**config.mk**
```make
export PLATFORM = sky130hd
export DESIGN_NAME = uart_rx_ctrl_flat
export DESIGN_NICKNAME = d
export VERILOG_FILES = /design/src/rtl/uart_rx_ctrl_if.sv /design/src/rtl/uart_rx_ctrl.sv /design/src/flat_wrapper.sv
export SDC_FILE = /design/constraint.sdc
export NUM_CORES = 1
export LEC_CHECK = 0
export ABC_AREA = 1
export BUFFER_PORTS_ARGS = -buffer_cell sky130_fd_sc_hd__buf_2
export CORE_ASPECT_RATIO = 1.2
export CORE_MARGIN = 5
export CORE_UTILIZATION = 35
export CTS_CLUSTER_SIZE = 12
export DETAILED_ROUTE_END_ITERATION = 10
export PLACE_DENSITY_LB_ADDON = 0.25
export SYNTH_ARGS = -nofsm -noshare
export SYNTH_HDL_FRONTEND = slang
export SYNTH_SLANG_ARGS = --single-unit
```
**constraint.sdc**
```tcl
create_clock -name sysclk -period 5.6 [get_ports sysclk]
set_clock_uncertainty 0.2 [all_clocks]
set_input_delay 0.84 -clock sysclk [delete_from_list [all_inputs] [get_ports sysclk]]
set_output_delay 0.84 -clock sysclk [all_outputs]
set_load 0.02 [all_outputs]
```
**src/rtl/uart_rx_ctrl_if.sv**
```systemverilog
`default_nettype none
//==============================================================================
// uart_rx_ctrl_if : bus-side handshake/status bundle of uart_rx_ctrl
//                   (parity_err present only with UART_RX_PARITY_EN)
// Revision        : 1.0 - initial release
//==============================================================================
interface uart_rx_ctrl_if;
  logic       enable;
  logic       rd_en;
  logic       err_clr;
  logic [7:0] rx_data;
  logic       rx_valid;
  logic       busy;
  logic       frame_err;
  logic       overrun;
`ifdef UART_RX_PARITY_EN
  logic       parity_err;

  modport master (output enable, rd_en, err_clr,
                  input  rx_data, rx_valid, busy, frame_err, overrun, parity_err);
  modport slave  (input  enable, rd_en, err_clr,
                  output rx_data, rx_valid, busy, frame_err, overrun, parity_err);
`else
  modport master (output enable, rd_en, err_clr,
                  input  rx_data, rx_valid, busy, frame_err, overrun);
  modport slave  (input  enable, rd_en, err_clr,
                  output rx_data, rx_valid, busy, frame_err, overrun);
`endif
endinterface
`default_nettype wire

```
**src/rtl/uart_rx_ctrl.sv**
```systemverilog
`default_nettype none
//==============================================================================
// uart_rx_ctrl : 16x oversampled 8N1 UART receiver with FWFT byte FIFO
//                optional even-parity frame via UART_RX_PARITY_EN
// Revision     : 1.0 - initial release
//==============================================================================
module uart_rx_ctrl #(
  parameter int DIV        = 651,
  parameter int FIFO_DEPTH = 4
) (
  input  logic          sysclk,
  input  logic          reset,
  input  logic          UART_RX,
  uart_rx_ctrl_if.slave bus
);
  localparam int              CW       = $clog2(DIV);
  localparam int              AW       = $clog2(FIFO_DEPTH);
  localparam logic [CW-1:0]   CNT_MAX  = CW'(DIV - 1);
  localparam logic [CW-1:0]   CNT_ONE  = CW'(1);
  localparam logic [AW:0]     FULL_CNT = (AW+1)'(FIFO_DEPTH);
  localparam logic [AW:0]     CNT1     = (AW+1)'(1);
  localparam logic [AW-1:0]   PTR_ONE  = AW'(1);

`ifdef UART_RX_PARITY_EN
  typedef enum logic [2:0] {IDLE, START, DATA, PARITY, STOP} state_t;
`else
  typedef enum logic [1:0] {IDLE, START, DATA, STOP} state_t;
`endif

  logic          sync1, sync2, rx_s;
  logic [CW-1:0] cnt;
  logic          tick, start_det;
  state_t        state, state_d;
  logic [3:0]    osc, osc_d;
  logic [2:0]    bitcnt, bitcnt_d;
  logic [7:0]    shreg, shreg_d;
  logic          push, frame_set, overrun_set;
  logic          frame_err_q, overrun_q;
  logic [7:0]    mem [FIFO_DEPTH];
  logic [AW-1:0] wr_ptr, rd_ptr;
  logic [AW:0]   count;
  logic          pop, full, wr;
`ifdef UART_RX_PARITY_EN
  logic          par_bad, par_bad_d, parity_set, parity_err_q;
`endif

  assign rx_s = sync2;
  assign tick = (cnt == CNT_MAX);

  always_ff @(posedge sysclk or posedge reset) begin
    if (reset) begin
      sync1 <= 1'b1;
      sync2 <= 1'b1;
      cnt   <= '0;
    end else begin
      sync1 <= UART_RX;
      sync2 <= sync1;
      // realign the oversample grid to the detected start edge
      cnt   <= (start_det || tick) ? '0 : cnt + CNT_ONE;
    end
  end

  always_ff @(posedge sysclk or posedge reset) begin
    if (reset) begin
      state  <= IDLE;
      osc    <= '0;
      bitcnt <= '0;
      shreg  <= '0;
`ifdef UART_RX_PARITY_EN
      par_bad <= 1'b0;
`endif
    end else begin
      state  <= state_d;
      osc    <= osc_d;
      bitcnt <= bitcnt_d;
      shreg  <= shreg_d;
`ifdef UART_RX_PARITY_EN
      par_bad <= par_bad_d;
`endif
    end
  end

  always_comb begin
    state_d   = state;
    osc_d     = osc;
    bitcnt_d  = bitcnt;
    shreg_d   = shreg;
    push      = 1'b0;
    frame_set = 1'b0;
    start_det = 1'b0;
`ifdef UART_RX_PARITY_EN
    par_bad_d  = par_bad;
    parity_set = 1'b0;
`endif
    if (!bus.enable) begin
      state_d = IDLE;
    end else begin
      case (state)
        IDLE: if (!rx_s) begin
          state_d   = START;
          osc_d     = '0;
          start_det = 1'b1;
        end
        START: if (tick) begin
          if (osc == 4'd7) begin
            if (rx_s) begin
              state_d = IDLE;
            end else begin
              state_d  = DATA;
              osc_d    = '0;
              bitcnt_d = '0;
            end
          end else begin
            osc_d = osc + 4'd1;
          end
        end
        DATA: if (tick) begin
          osc_d = osc + 4'd1;
          if (osc == 4'd15) begin
            shreg_d  = {rx_s, shreg[7:1]};
            bitcnt_d = bitcnt + 3'd1;
            if (bitcnt == 3'd7) begin
              osc_d = '0;
`ifdef UART_RX_PARITY_EN
              state_d = PARITY;
`else
              state_d = STOP;
`endif
            end
          end
        end
`ifdef UART_RX_PARITY_EN
        PARITY: if (tick) begin
          osc_d = osc + 4'd1;
          if (osc == 4'd15) begin
            // even parity: the nine bits must carry an even number of ones
            par_bad_d  = ^{shreg, rx_s};
            parity_set = ^{shreg, rx_s};
            osc_d      = '0;
            state_d    = STOP;
          end
        end
`endif
        STOP: if (tick) begin
          osc_d = osc + 4'd1;
          if (osc == 4'd15) begin
            state_d = IDLE;
            if (!rx_s) begin
              frame_set = 1'b1;
            end else begin
`ifdef UART_RX_PARITY_EN
              push = !par_bad;
`else
              push = 1'b1;
`endif
            end
          end
        end
        default: state_d = IDLE;
      endcase
    end
  end

  assign pop         = bus.rd_en && (count != '0);
  assign full        = (count == FULL_CNT);
  assign wr          = push && (!full || pop);
  assign overrun_set = push && full && !pop;

  always_ff @(posedge sysclk or posedge reset) begin
    if (reset) begin
      for (int i = 0; i < FIFO_DEPTH; i++) mem[i] <= '0;
      wr_ptr <= '0;
      rd_ptr <= '0;
      count  <= '0;
    end else begin
      if (wr) begin
        mem[wr_ptr] <= shreg;
        wr_ptr      <= wr_ptr + PTR_ONE;
      end
      if (pop) rd_ptr <= rd_ptr + PTR_ONE;
      case ({wr, pop})
        2'b10:   count <= count + CNT1;
        2'b01:   count <= count - CNT1;
        default: count <= count;
      endcase
    end
  end

  always_ff @(posedge sysclk or posedge reset) begin
    if (reset) begin
      frame_err_q <= 1'b0;
      overrun_q   <= 1'b0;
`ifdef UART_RX_PARITY_EN
      parity_err_q <= 1'b0;
`endif
    end else begin
      frame_err_q <= frame_set   || (frame_err_q && !bus.err_clr);
      overrun_q   <= overrun_set || (overrun_q   && !bus.err_clr);
`ifdef UART_RX_PARITY_EN
      parity_err_q <= parity_set || (parity_err_q && !bus.err_clr);
`endif
    end
  end

  assign bus.rx_data   = mem[rd_ptr];
  assign bus.rx_valid  = (count != '0);
  assign bus.busy      = (state != IDLE);
  assign bus.frame_err = frame_err_q;
  assign bus.overrun   = overrun_q;
`ifdef UART_RX_PARITY_EN
  assign bus.parity_err = parity_err_q;
`endif

endmodule
`default_nettype wire

```
**src/flat_wrapper.sv**
```systemverilog
// flat-port wrapper written by rule: the top's interface ports become plain ports
module uart_rx_ctrl_flat 
#(
  parameter int DIV        = 651,
  parameter int FIFO_DEPTH = 4
)
  (sysclk, reset, UART_RX, bus_enable, bus_rd_en, bus_err_clr, bus_rx_data, bus_rx_valid, bus_busy, bus_frame_err, bus_overrun);
  uart_rx_ctrl_if bus_i ();
  input  logic sysclk;
  input  logic reset;
  input  logic UART_RX;
  input wire logic [$bits(bus_i.enable)-1:0] bus_enable;
  input wire logic [$bits(bus_i.rd_en)-1:0] bus_rd_en;
  input wire logic [$bits(bus_i.err_clr)-1:0] bus_err_clr;
  output wire logic [$bits(bus_i.rx_data)-1:0] bus_rx_data;
  output wire logic [$bits(bus_i.rx_valid)-1:0] bus_rx_valid;
  output wire logic [$bits(bus_i.busy)-1:0] bus_busy;
  output wire logic [$bits(bus_i.frame_err)-1:0] bus_frame_err;
  output wire logic [$bits(bus_i.overrun)-1:0] bus_overrun;
  assign bus_i.enable = bus_enable;
  assign bus_i.rd_en = bus_rd_en;
  assign bus_i.err_clr = bus_err_clr;
  assign bus_rx_data = bus_i.rx_data;
  assign bus_rx_valid = bus_i.rx_valid;
  assign bus_busy = bus_i.busy;
  assign bus_frame_err = bus_i.frame_err;
  assign bus_overrun = bus_i.overrun;
  uart_rx_ctrl #(.DIV(DIV), .FIFO_DEPTH(FIFO_DEPTH)) u_core (.sysclk(sysclk), .reset(reset), .UART_RX(UART_RX), .bus(bus_i));
endmodule
```
==> results.sh <==
export IMPL_fill_cells=996
export IMPL_worstSetupPathType="reg -> out"
export IMPL_drv_cap=0
export IMPL_ant_nets=0
export IMPL_placed_cell_area_um2=3760
export IMPL_yosys_cell_types_count=37
export IMPL_drt_pass1_iter_count=4
export IMPL_antenna_found_initial=0
export IMPL_finalSetupViolations=0
export IMPL_ys_seq_area_frac=0.490
export IMPL_cts_tree="done"
export IMPL_synthTopCellsByArea="dfrtp_1 47%, nand2_1 9.1%, o21ai_0 4.9%"
export IMPL_path_cells="inv_1, o21ai_0, o22ai_1, buf_2"
export IMPL_fin_cells=554
export IMPL_path_max_fanout=19
export IMPL_grt_max_degree=71
export IMPL_slowest_delay_ns=0.65
export IMPL_grt_ovfl_total=0
export IMPL_areaGrowthSynthToFinish_pct=14.6
export IMPL_syn_nets=421
export IMPL_power_total_mw=1.77
export IMPL_synth_edff_count=0
export IMPL_grt_pass1_wl_mm=12.4
export IMPL_crit_path_end_kind="output pin"
export IMPL_gp_congestion=0.792
export IMPL_holdPathStages=0
export IMPL_num_vias=2668
export IMPL_syn_area_um2=3580
export IMPL_cts_sinks=70
export IMPL_row_count=40
export IMPL_core_um2=10000
export IMPL_synth_async_reset_ratio=1.00
export IMPL_ir_drop_uv=178
export IMPL_synthCells=404
export IMPL_reg2regPathDepth=11
export IMPL_drc=0
export IMPL_yosys_warnings=0
export IMPL_nets=440
export IMPL_design_area_um2=4110
export IMPL_clk_pin_slew_ns=0.06
export IMPL_yosys_cell_count_top_type="nand2_1"
export IMPL_synth_flop_cell="dfrtp_1"
export IMPL_fin_crit_ns=2.85
export IMPL_cts_repair_resized=0
export IMPL_cts_buffers=9
export IMPL_vias_per_cell=4.82
export IMPL_clock_fmax_ghz=0.351
export IMPL_syn_area_per_cell_um2=8.87
export IMPL_preCtsSetupSlack_ns=2.76
export IMPL_grt_pass1_vias=2570
export IMPL_drt_iter0_drc=117
export IMPL_critPathArrivalTime_ns=1.81
export IMPL_wl_per_cell_um=12.7
export IMPL_clock_root_buffer="clkbuf_16"
export IMPL_holdWs_ns=0.155
export IMPL_cp_slowest_cell="dfrtp_1"
export IMPL_finalHoldViolCount=0
export IMPL_start_kind="flop"
export IMPL_final_setup_tns_ns=0
export IMPL_drt_total_wl_mm=7.02
export IMPL_clk_latency_ns=0.33
export IMPL_die_y_um=121
export IMPL_slew_limit_headroom=0.403
export IMPL_slew_violations=0
export IMPL_fin_ws_ns=2.75
export IMPL_path_delay_family="flip-flops"
export IMPL_diodes=0
export IMPL_die_area_um2=12400
export IMPL_synthTopCellsByCount="87 x nand2_1, 68 x dfrtp_1, 45 x nor2_1, 42 x inv_1, 35 x o21ai_0"
export IMPL_min_path_type="reg -> reg"
export IMPL_io_buffers=17
export IMPL_path_depth=4
export IMPL_yosysTopAreaCell="dfrtp_1"
export IMPL_drive_gt1_frac=0.161
export IMPL_cp_data_required_time_ns=4.56
export IMPL_initial_core_util=0.358
export IMPL_rsz0062_at_grt="false"
export IMPL_place_hpwl_mm=4.86
export IMPL_post_cts_buffers=0
export IMPL_die_w_um=102
export IMPL_place_inst=538
export IMPL_htree_levels=3
export IMPL_p_leak_nw=1.89
export IMPL_ys_ff_latch=70
export IMPL_period_share=0.509
export IMPL_utilization=0.410
export IMPL_worst_pin_slew_ns=0.896
export IMPL_clock_path_buffers=2
export IMPL_cts_hold_buf=0
export IMPL_ios=18
export IMPL_status="completed"
export IMPL_path_buf_inv=2
export IMPL_p_per_area_nw_per_um2=431
export IMPL_grt_usage=0.127
export IMPL_synth_top_area_share=0.475
## sequential cells by signal, summed over array words and instances, names as in the netlist
name,cells
u_core.mem,32
u_core.cnt,10
u_core.shreg,8
u_core.osc,4
u_core.bitcnt,3
u_core.count,3
u_core.rd_ptr,2
u_core.state,2
u_core.wr_ptr,2
u_core.bus.frame_err,1
u_core.bus.overrun,1
u_core.rx_s,1
u_core.sync1,1
## routing by layer
layer	global-route usage	routed length, µm
met5	0	0
met4	0.0591	150
met3	0.0260	278
met2	0.196	3200
met1	0.168	3390
## cell families after synthesis
| family | synth area share |
|---|---|
| AOI/OAI and AO/OA | 0.145 |
| xor gates and xnor gates | 0.0147 |
| adders and majority gates | 0.0405 |
| buffers and inverters | 0.0667 |
| DFF | 0.490 |
| and+or+nand+nor | 0.243 |
## worst paths after layout
path	from	end	slack (ns)
setup / recovery	u_core.rd_ptr[0]	bus_rx_data[1]	2.75
hold / removal	u_core.sync1	u_core.rx_s	0.16
setup reg to reg	u_core.cnt[0]	u_core.count[1]	3.04
hold reg to reg	u_core.sync1	u_core.rx_s	0.16
max in group asynchronous	reset	u_core.mem[24]	4.04
min in group asynchronous	reset	u_core.bus.overrun	0.56
## placed cells by master, fill, tap and decap left out, types with 2 or more instances in the layout
master,count
clkbuf_16,9
xnor2_1,2
nand3_1,15
o21ai_1,18
inv_2,3
o21ai_2,14
nand2_1,87
inv_1,41
buf_2,17
ha_1,10
nand4_1,10
nor2_1,45
nor3b_1,4
nand3_2,2
a21oi_1,6
o22ai_1,8
dfrtp_1,68
dfstp_2,2
xor2_1,4
nand3_4,5
o21ai_0,35
nor2_4,2
bufinv_16,3
## power breakdown
part	internal, mW	switching [mW]	total, mW
Combinational	0.164	0.306	0.470
Clock	0.436	0.223	0.659
Sequential	0.561	0.0788	0.639
Total	1.16	0.607	1.77
## cell type report
cell class / instances / area [µm²] / share of cell area
clock inverter: 7 / 120 / 0.0293
sequential: 70 / 1750 / 0.427
tap: 126 / 158 / 0.0384
multi-input combinational: 280 / 1590 / 0.387
clock buffer: 9 / 225 / 0.0549
timing repair buffer: 18 / 92.6 / 0.0226
inverter: 44 / 165 / 0.0402
(Power assumes the default switching activity.)
